`config.mk`:
```
export PLATFORM = sky130hd
export DESIGN_NAME = multicycle_mem_port
export DESIGN_NICKNAME = d
export VERILOG_FILES = /design/src/rtl/multicycle_mem_pkg.sv /design/src/rtl/mem_lane_formatter.sv /design/src/rtl/multicycle_mem_port.sv
export SDC_FILE = /design/constraint.sdc
export NUM_CORES = 1
export LEC_CHECK = 0
export ABC_AREA = 1
export BUFFER_PORTS_ARGS = -buffer_cell sky130_fd_sc_hd__buf_2
export CAP_MARGIN = 0
export CORE_ASPECT_RATIO = 1.2
export CORE_MARGIN = 2
export CORE_UTILIZATION = 35
export CTS_BUF_LIST = sky130_fd_sc_hd__clkbuf_2
export DETAILED_ROUTE_END_ITERATION = 8
export PLACE_DENSITY = 0.61
export SYNTH_ARGS = -nofsm -noshare
export SYNTH_HDL_FRONTEND = slang
export SYNTH_SLANG_ARGS = --single-unit
```
`constraint.sdc`:
```
create_clock -name clock -period 6.1 [get_ports clock]
set_input_delay 1.22 -clock clock [delete_from_list [all_inputs] [get_ports clock]]
set_output_delay 1.22 -clock clock [all_outputs]
set_load 0.005 [all_outputs]
```
`src/rtl/multicycle_mem_pkg.sv`:
```
// Shared types and constants for the multicycle core's memory port adapter.
package multicycle_mem_pkg;

    typedef enum logic [2:0] {
        IDLE    = 3'd0,
        WR_REQ  = 3'd1,
        RD_REQ  = 3'd2,
        RD_WAIT = 3'd3,
        RD_DONE = 3'd4
    } mem_port_state_t;

    // Load/store funct3 encodings; stores reuse the low two bits as size.
    localparam logic [2:0] F3_B  = 3'b000;
    localparam logic [2:0] F3_H  = 3'b001;
    localparam logic [2:0] F3_W  = 3'b010;
    localparam logic [2:0] F3_BU = 3'b100;
    localparam logic [2:0] F3_HU = 3'b101;

    localparam int MC_ADDR_W = 32;

    typedef struct packed {
        logic [MC_ADDR_W-1:0] addr;
        logic [3:0]           be;
        logic [31:0]          data;
    } wb_entry_t;

    function automatic logic is_misaligned(input logic [2:0] f3, input logic [1:0] off);
        case (f3[1:0])
            2'b01:   return off[0];
            2'b10:   return off != 2'b00;
            default: return 1'b0;
        endcase
    endfunction

endpackage

```
`src/rtl/mem_lane_formatter.sv`:
```
// Combinational lane logic: store byte-enable/replication and load extract/extend.
module mem_lane_formatter
    import multicycle_mem_pkg::*;
(
    input  logic [2:0]  i_st_funct3,
    input  logic [1:0]  i_st_off,
    input  logic [31:0] i_st_wdata,
    output logic [3:0]  o_st_be,
    output logic [31:0] o_st_data,
    input  logic [2:0]  i_ld_funct3,
    input  logic [1:0]  i_ld_off,
    input  logic        i_ld_is_data,
    input  logic [31:0] i_ld_word,
    output logic [31:0] o_ld_data
);

    logic [7:0]  w_byte;
    logic [15:0] w_half;

    assign w_byte = i_ld_word[{i_ld_off, 3'b000} +: 8];
    assign w_half = i_ld_off[1] ? i_ld_word[31:16] : i_ld_word[15:0];

    always_comb begin
        o_st_be   = 4'hF;
        o_st_data = i_st_wdata;
        case (i_st_funct3)
            F3_B: begin
                o_st_be   = 4'b0001 << i_st_off;
                o_st_data = {4{i_st_wdata[7:0]}};
            end
            F3_H: begin
                o_st_be   = 4'b0011 << {i_st_off[1], 1'b0};
                o_st_data = {2{i_st_wdata[15:0]}};
            end
            default: ;
        endcase
    end

    always_comb begin
        o_ld_data = i_ld_word;
        if (i_ld_is_data) begin
            case (i_ld_funct3)
                F3_B:    o_ld_data = {{24{w_byte[7]}}, w_byte};
                F3_H:    o_ld_data = {{16{w_half[15]}}, w_half};
                F3_BU:   o_ld_data = {24'h0, w_byte};
                F3_HU:   o_ld_data = {16'h0, w_half};
                default: ;
            endcase
        end
    end

endmodule

```
`src/rtl/multicycle_mem_port.sv`:
```
// Multicycle core to valid/ready bus adapter: formatted reads, posted one-entry store buffer.
// Build option MC_MEM_MISALIGN_TRAP_EN adds the `misaligned` output and drops misaligned stores.
module multicycle_mem_port
    import multicycle_mem_pkg::*;
#(
    parameter int         ADDR_WIDTH = 32,
    parameter logic [3:0] BUS_ID     = 4'd0
) (
    input  logic                  clock,
    input  logic                  reset,
    input  logic                  mem_read_enable,
    input  logic                  mem_write_enable,
    input  logic                  inst_or_data,
    input  logic [ADDR_WIDTH-1:0] addr,
    input  logic [31:0]           wdata,
    input  logic [2:0]            funct3,
    output logic                  data_available,
    output logic [31:0]           rdata,
    output logic                  busy,
    output logic                  bus_req_valid,
    input  logic                  bus_req_ready,
    output logic                  bus_req_write,
    output logic [ADDR_WIDTH-1:0] bus_req_addr,
    output logic [31:0]           bus_req_wdata,
    output logic [3:0]            bus_req_be,
    output logic [3:0]            bus_req_id,
    input  logic                  bus_resp_valid,
    input  logic [31:0]           bus_resp_data
`ifdef MC_MEM_MISALIGN_TRAP_EN
    ,
    output logic                  misaligned
`endif
);

    mem_port_state_t       r_state, w_next;
    wb_entry_t             r_wb;
    logic                  r_wb_full;
    logic [ADDR_WIDTH-1:0] r_rd_addr;
    logic [2:0]            r_rd_funct3;
    logic                  r_rd_iod, r_rd_live;
    logic [31:0]           r_rdata;
    logic [3:0]            w_st_be;
    logic [31:0]           w_st_data, w_ld_data;
    logic                  w_st_trap, w_ld_trap, w_capture, w_drain, w_rd_launch, w_data_available;

    mem_lane_formatter u_fmt (
        .i_st_funct3  (funct3),
        .i_st_off     (addr[1:0]),
        .i_st_wdata   (wdata),
        .o_st_be      (w_st_be),
        .o_st_data    (w_st_data),
        .i_ld_funct3  (r_rd_funct3),
        .i_ld_off     (r_rd_addr[1:0]),
        .i_ld_is_data (r_rd_iod),
        .i_ld_word    (bus_resp_data),
        .o_ld_data    (w_ld_data)
    );

`ifdef MC_MEM_MISALIGN_TRAP_EN
    assign w_st_trap  = mem_write_enable && is_misaligned(funct3, addr[1:0]);
    assign w_ld_trap  = r_rd_iod && is_misaligned(r_rd_funct3, r_rd_addr[1:0]);
    assign misaligned = w_st_trap || (w_data_available && w_ld_trap);
`else
    assign w_st_trap = 1'b0;
    assign w_ld_trap = 1'b0;
`endif

    // A store arriving on the drain cycle replaces the entry being retired.
    assign w_drain     = (r_state == WR_REQ) && bus_req_ready;
    assign w_capture   = mem_write_enable && !w_st_trap && (!r_wb_full || w_drain);
    assign w_rd_launch = (r_state == IDLE) && (w_next == RD_REQ);

    always_ff @(posedge clock or posedge reset) begin
        if (reset) r_state <= IDLE;
        else       r_state <= w_next;
    end

    // A store captured this cycle counts as pending so it drains ahead of a simultaneous read.
    always_comb begin
        w_next = r_state;
        case (r_state)
            IDLE:    if (r_wb_full || w_capture) w_next = WR_REQ;
                     else if (mem_read_enable)   w_next = RD_REQ;
            WR_REQ:  if (bus_req_ready)  w_next = IDLE;
            RD_REQ:  if (bus_req_ready)  w_next = RD_WAIT;
            RD_WAIT: if (bus_resp_valid) w_next = RD_DONE;
            RD_DONE: w_next = IDLE;
            default: w_next = IDLE;
        endcase
    end

    always_comb begin
        bus_req_valid    = 1'b0;
        bus_req_write    = 1'b0;
        bus_req_addr     = '0;
        bus_req_wdata    = '0;
        bus_req_be       = '0;
        w_data_available = 1'b0;
        case (r_state)
            WR_REQ: begin
                bus_req_valid = 1'b1;
                bus_req_write = 1'b1;
                bus_req_addr  = r_wb.addr[ADDR_WIDTH-1:0];
                bus_req_wdata = r_wb.data;
                bus_req_be    = r_wb.be;
            end
            RD_REQ: begin
                bus_req_valid = 1'b1;
                bus_req_addr  = {r_rd_addr[ADDR_WIDTH-1:2], 2'b00};
                bus_req_be    = 4'hF;
            end
            RD_DONE: w_data_available = r_rd_live && mem_read_enable;
            default: ;
        endcase
    end

    always_ff @(posedge clock or posedge reset) begin
        if (reset) begin
            r_wb_full   <= 1'b0;
            r_wb        <= '0;
            r_rd_addr   <= '0;
            r_rd_funct3 <= '0;
            r_rd_iod    <= 1'b0;
            r_rd_live   <= 1'b0;
            r_rdata     <= '0;
        end else begin
            if (w_capture) begin
                r_wb_full <= 1'b1;
                r_wb      <= '{addr: MC_ADDR_W'({addr[ADDR_WIDTH-1:2], 2'b00}),
                               be: w_st_be, data: w_st_data};
            end else if (w_drain) begin
                r_wb_full <= 1'b0;
            end
            // An abandoned read still completes on the bus but never signals the core.
            if (w_rd_launch) begin
                r_rd_addr   <= addr;
                r_rd_funct3 <= funct3;
                r_rd_iod    <= inst_or_data;
                r_rd_live   <= 1'b1;
            end else if (!mem_read_enable && r_state != IDLE && r_state != WR_REQ) begin
                r_rd_live   <= 1'b0;
            end
            if (r_state == RD_WAIT && bus_resp_valid)
                r_rdata <= w_ld_trap ? 32'h0 : w_ld_data;
        end
    end

    always @(posedge clock) begin
        if (!reset) assert (!(mem_write_enable && r_wb_full && !w_drain));
    end

    assign data_available = w_data_available;
    assign rdata          = r_rdata;
    assign busy           = r_wb_full || r_state == RD_REQ || r_state == RD_WAIT;
    assign bus_req_id     = BUS_ID;

endmodule

```
# After elaboration in Yosys (flattened, before gate mapping)
# Index checks and enable logic that the tools add are counted.
[op_classes]
n_lt_le_gt_ge = 0
shifts = 3
muxes = 21
multipliers = 0
reduce_logical = 20
bitwise = 0
div = 0
add_sub_neg = 0
n_eq_ne = 10
[ops]
columns = ["cell", "count"]
rows = [
  ["32-bit one-hot mux with 2 select lines", 2],
  ["32-bit one-hot mux with 4 select lines", 1],
  ["32-bit two-way mux", 2],
  ["32-bit by 6-bit variable part select with 8-bit output", 1],
  ["16-bit two-way mux", 1],
  ["4-bit one-hot mux with 2 select lines", 2],
  ["3-bit two-way mux", 5],
  ["3-bit one-hot mux with 4 select lines", 1],
  ["3-bit by 1-bit equality test with 1-bit output (second input constant)", 3],
  ["3-bit by 2-bit equality test with 1-bit output (second input constant)", 3],
  ["3-bit equality test (second input constant)", 3],
  ["3-bit zero test", 3],
  ["1-bit logical AND", 7],
  ["1-bit two-way mux", 7],
  ["1-bit logical OR", 4],
  ["2-bit nonzero test", 2],
  ["1-bit by 2-bit << shifter with 4-bit output (first input constant)", 1],
  ["2-bit by 2-bit << shifter with 4-bit output (first input constant)", 1],
  ["3-bit by 1-bit != test with 1-bit output (second input constant)", 1],
  ["3-bit nonzero test", 1],
  ["1-bit zero test", 2],
  ["2-bit OR reduction", 1],
]
[totals]
out_inout_bits = 108
wordCells = 64
register_bits = 139
latch_bits = 0
input_bits = 106
n_memories = 0
mem_bits_ro = 0
ram_bits = 0

# Longest topological paths before layout
[logic_depth]
ltp_word = 10
ltp_mapped = 9
ltp_nobuf = 8

# Modules after synthesis
# From an unflattened synthesis, not the netlist that was laid out.
[unflattened]
hier_cells = 1084
area_unflattened_um2 = 7559.8
[by_module_without_submodules]
columns = ["module", "n_inst", "seq_area_each_um2", "area_each_um2", "cells_each"]
rows = [
  ["multicycle_mem_port", 1, 3478.3, 6293.5, 793],
  ["mem_lane_formatter", 1, 0.0, 1266.2, 291],
]

# Least setup slack after synthesis
# Ideal clock, no wire load.
[synth_path]
kind = "input port to output port"
start = "input mem_read_enable"
end = "output data_available"
n_path_buf = 0
t_arrival_ns = 1.446
required_time_ns = 4.880
setup_slack_ns = 3.434
stages = 2
cell_sequence = "nand2_1 > nor3_1"
[synth_between]
elab_chain_cells = 2
[synth_lines]
columns = ["element", "line", "text"]
rows = [
  ["start, declared", "multicycle_mem_port.sv:11", "input logic mem_read_enable,"],
  ["1-bit logical AND", "multicycle_mem_port.sv:112", "RD_DONE: w_data_available = r_rd_live && mem_read_enable;"],
  ["1-bit two-way mux", "multicycle_mem_port.sv:99", "case (r_state)"],
  ["end, declared", "multicycle_mem_port.sv:17", "output logic data_available,"],
]
# No other way between the ends.

# Worst setup path in the final report
[layout_path]
start = "register r_state[2]"
end = "output bus_req_addr[19]"
[layout_between]
elab_chain_cells = 2
elab_cells_between_ends = 3
cone_classes = "eq/ne (2); mux (1)"
[layout_lines]
columns = ["element", "line", "text"]
rows = [
  ["start, declared", "multicycle_mem_port.sv:35", "mem_port_state_t r_state, w_next;"],
  ["start signal, assigned", "multicycle_mem_port.sv:75", "else r_state <= w_next;"],
  ["3-bit by 2-bit equality test with 1-bit output / 3-bit by 1-bit equality test with 1-bit output (equally long branches)", "multicycle_mem_port.sv:99", ""],
  ["32-bit one-hot mux with 2 select lines (*)", "multicycle_mem_port.sv:99", ""],
  ["end, declared", "multicycle_mem_port.sv:23", "output logic [ADDR_WIDTH-1:0] bus_req_addr,"],
]
# Every way passes the cells marked *; elsewhere a longest branch is shown, timed or not.

==> flow_summary.ini <==
[cells_and_area]
fin_util = 0.424
regArea_sq_um = 3480
syn_to_final_growth_pct = 18.7
final_net_count = 1166
num-fill-cells = 2046
multi_input_area_sq_um = 2720
drive_gt1_frac = 0.259

[logic_synthesis]
synth_compound_area_frac = 0.188
ys_async_sr_fraction = 1.00
synth_cell_types = 32
synth_seq_cells = 139
synth_area_leaders = dfrtp_1 50%, nand2_1 12%, o21ai_1 7.2%
yosysTopAreaCellShare = 0.498
synth-warning-count = 0
synth_top_family_by_area = simple AND/OR/NAND/NOR gates
yosysMostFrequentCell = nand2_1
synthSimpleGateAreaFrac = 0.198
synth_ff_type = dfrtp_1
syn_inst = 880
syn_area_sq_um = 6990
avgSynthCellArea_sq_um = 7.94
yosys.area_share.adder = 0
synthXorXnorAreaFrac = 0
yosysTopAreaCell = dfrtp_1
synth_common_cells = 219 x nand2_1, 139 x dfrtp_1, 112 x inv_1
yosysSeqAreaShare = 0.498
synthMuxAreaShare = 0
synth_edf_count = 0

[place]
routabilityCongestion = 0.842
dp_hpwl_mm = 13.6
port-buffer-count = 207

[grt]
grt_max_degree = 88
grt_first_pass_wirelength_mm = 31.6
antenna_found_initial = 3
grt_pass1_vias = 6148
overflow = 0
grtUsageTotal = 0.188

[detailed_routing]
initialDrtViolationCount = 370
first_pass_iters = 5
viasPerCell = 4.72
ant_nets = 0
drc = 0
met2_wirelength_mm = 9.16
drt-met1-wl_mm = 8.70
top_layer = met5
vias = 6312
routed_wirelength_mm = 19.5
wl_met3_mm = 1.13
routedWlPerCell_microns = 14.6

[worst_setup_path]
r2r_end = r_wb[25]
crit_cells = 6
startpoint_type = flip-flop
path_buf_inv = 3
crit_path_end = bus_req_addr[19]
worst_setup_path_startpoint = r_state[2]
crit_type = reg -> out
reg2reg_setup_slack_ps = 3040
end_kind = output pin
critPathTopFamily = buffers and inverters
worstRegToRegCells = 8
cp_cell_sequence = nor2_1 > nand2_1 > buf_4 > inv_1 > a22o_1 > buf_2
r2r-start = r_state[2]
cp_data_required_time_ps = 4880
cp_max_fo = 40
crit_slowest_cell = inv_1
cp_data_arrival_time_ps = 2910
cpPeakStageDelay_ps = 860

[clock_network]
postCtsSetupBuffers = 0
root_buffer = clkbuf_2
ctsResizeCount = 0
cts_tree = built
clock_path_buffers = 2
clock_latency_ps = 700
cts_made_buffers = 17
cts_max_level = 4
cts_hold_buf = 0
path_clk_slew_ps = 190
cts.sinks = 139

[die]
die_w_microns = 133
initial_core_util = 0.357
core_sq_um = 19500
num_rows = 56
die_y_microns = 159
fp.dieArea_sq_um = 21100
ios = 214

[pwr]
finalPower_mw = 3.98
power_density_nw_per_um2 = 481
p_leak_nw = 4.60
ir_drop_mv = 0.210

[sta]
worstMarginPinSlew_ps = 1150
final.period_utilization = 0.677
skew_ps = 31.5
setup_tns_ps = 0
slew-limit-headroom = 0.234
grt_setup_unrepaired = no
final-max-slew-violation-count = 0
finalHoldViolations = 0
clock.fmax_ghz = 0.242
finalSetupViolations = 0
fin_crit_ps = 4130

[hold_path]
hold_start = r_rd_funct3[0]
hold_class = reg -> reg
whs_path_depth = 2

[run]
cap_violations = 0

[run_status]
status = completed
layout by cell type (no fill, tap or decap), types with 3 or more instances in the layout:
cell and n:
nand2_1 219, buf_2 207, dfrtp_1 139, inv_1 111, o21ai_1 100, nor2_1 68
o21ai_0 50, a21oi_1 42, a22o_1 30, clkbuf_2 19, or2_2 16, nand3_1 13
o21bai_1 7, nor2_2 6, conb_1 6, nand2_2 4, inv_2 4, buf_4 4
inv_6 3, o211ai_1 3, bufinv_16 3, clkinv_1 3, clkinv_2 3
state kept, by name, summed over array words and instances, names as in the netlist:
signal	count
r_rd_live	1
rdata	32
r_rd_addr	32
r_rd_funct3	3
r_rd_iod	1
r_state	3
r_wb	66
r_wb_full	1
per-stage QoR:
stage / hold slack, ps / cell area, sq um / worst slack [ps] / std cells
global route: 535 / 8290 / 1690 / 1336
CTS: 520 / 8290 / 1850 / 1334
global placement: 467 / 8040 / 2590 / 1302
detailed placement: 475 / 8040 / 2460 / 1302
floorplan: 454 / 7010 / 1160 / 885
finish: 514 / 8290 / 1970 / 1336
power by group:
group          internal, mW  switching (mW)  total [mW]
Sequential             1.36           0.221        1.58
Clock                 0.228           0.345       0.573
Combinational         0.734            1.10        1.83
Total                  2.32            1.67        3.98
worst min-delay path, delay by kind of cell, from the launching register on:
kind             cells  cell delay (ps)
AND/OR/NAND/NOR      1               50
flip-flops           1              380
AO/OA/AOI/OAI        1               60
logic make-up after synthesis:
logic type             count (synthesis)
AO/OA/AOI/OAI                        234
buffers and inverters                172
flip-flops                           139
other                                  1
AND/OR/NAND/NOR                      334
per-layer routing:
metal / track usage / vias up
met5: 0 / -
met4: 0.0714 / 2
met3: 0.0405 / 26
met2: 0.301 / 230
met1: 0.248 / 2905
li1: - / 3149
worst min-delay path by stage:
stage | slack [ps] | endpoint
6_report | 510 | r_rd_funct3[0]
5_1_grt | 540 | r_rd_funct3[0]
4_1_cts | 520 | r_rd_addr[30]
3_5_place_dp | 480 | r_rd_addr[30]
3_3_place_gp | 470 | r_rd_addr[31]
2_1_floorplan | 450 | r_rd_addr[25]
area by class of cell:
cell class | count | share of cell area
clock inverters | 13 | 0.0180
inverters | 117 | 0.0542
flip-flops and latches | 139 | 0.419
well taps | 261 | 0.0394
repair buffers | 211 | 0.129
diodes | 2 | 0.000604
multi-input cells | 574 | 0.328
clock buffers | 19 | 0.0115
No activity file was read; power rests on OpenSTA's default activity.
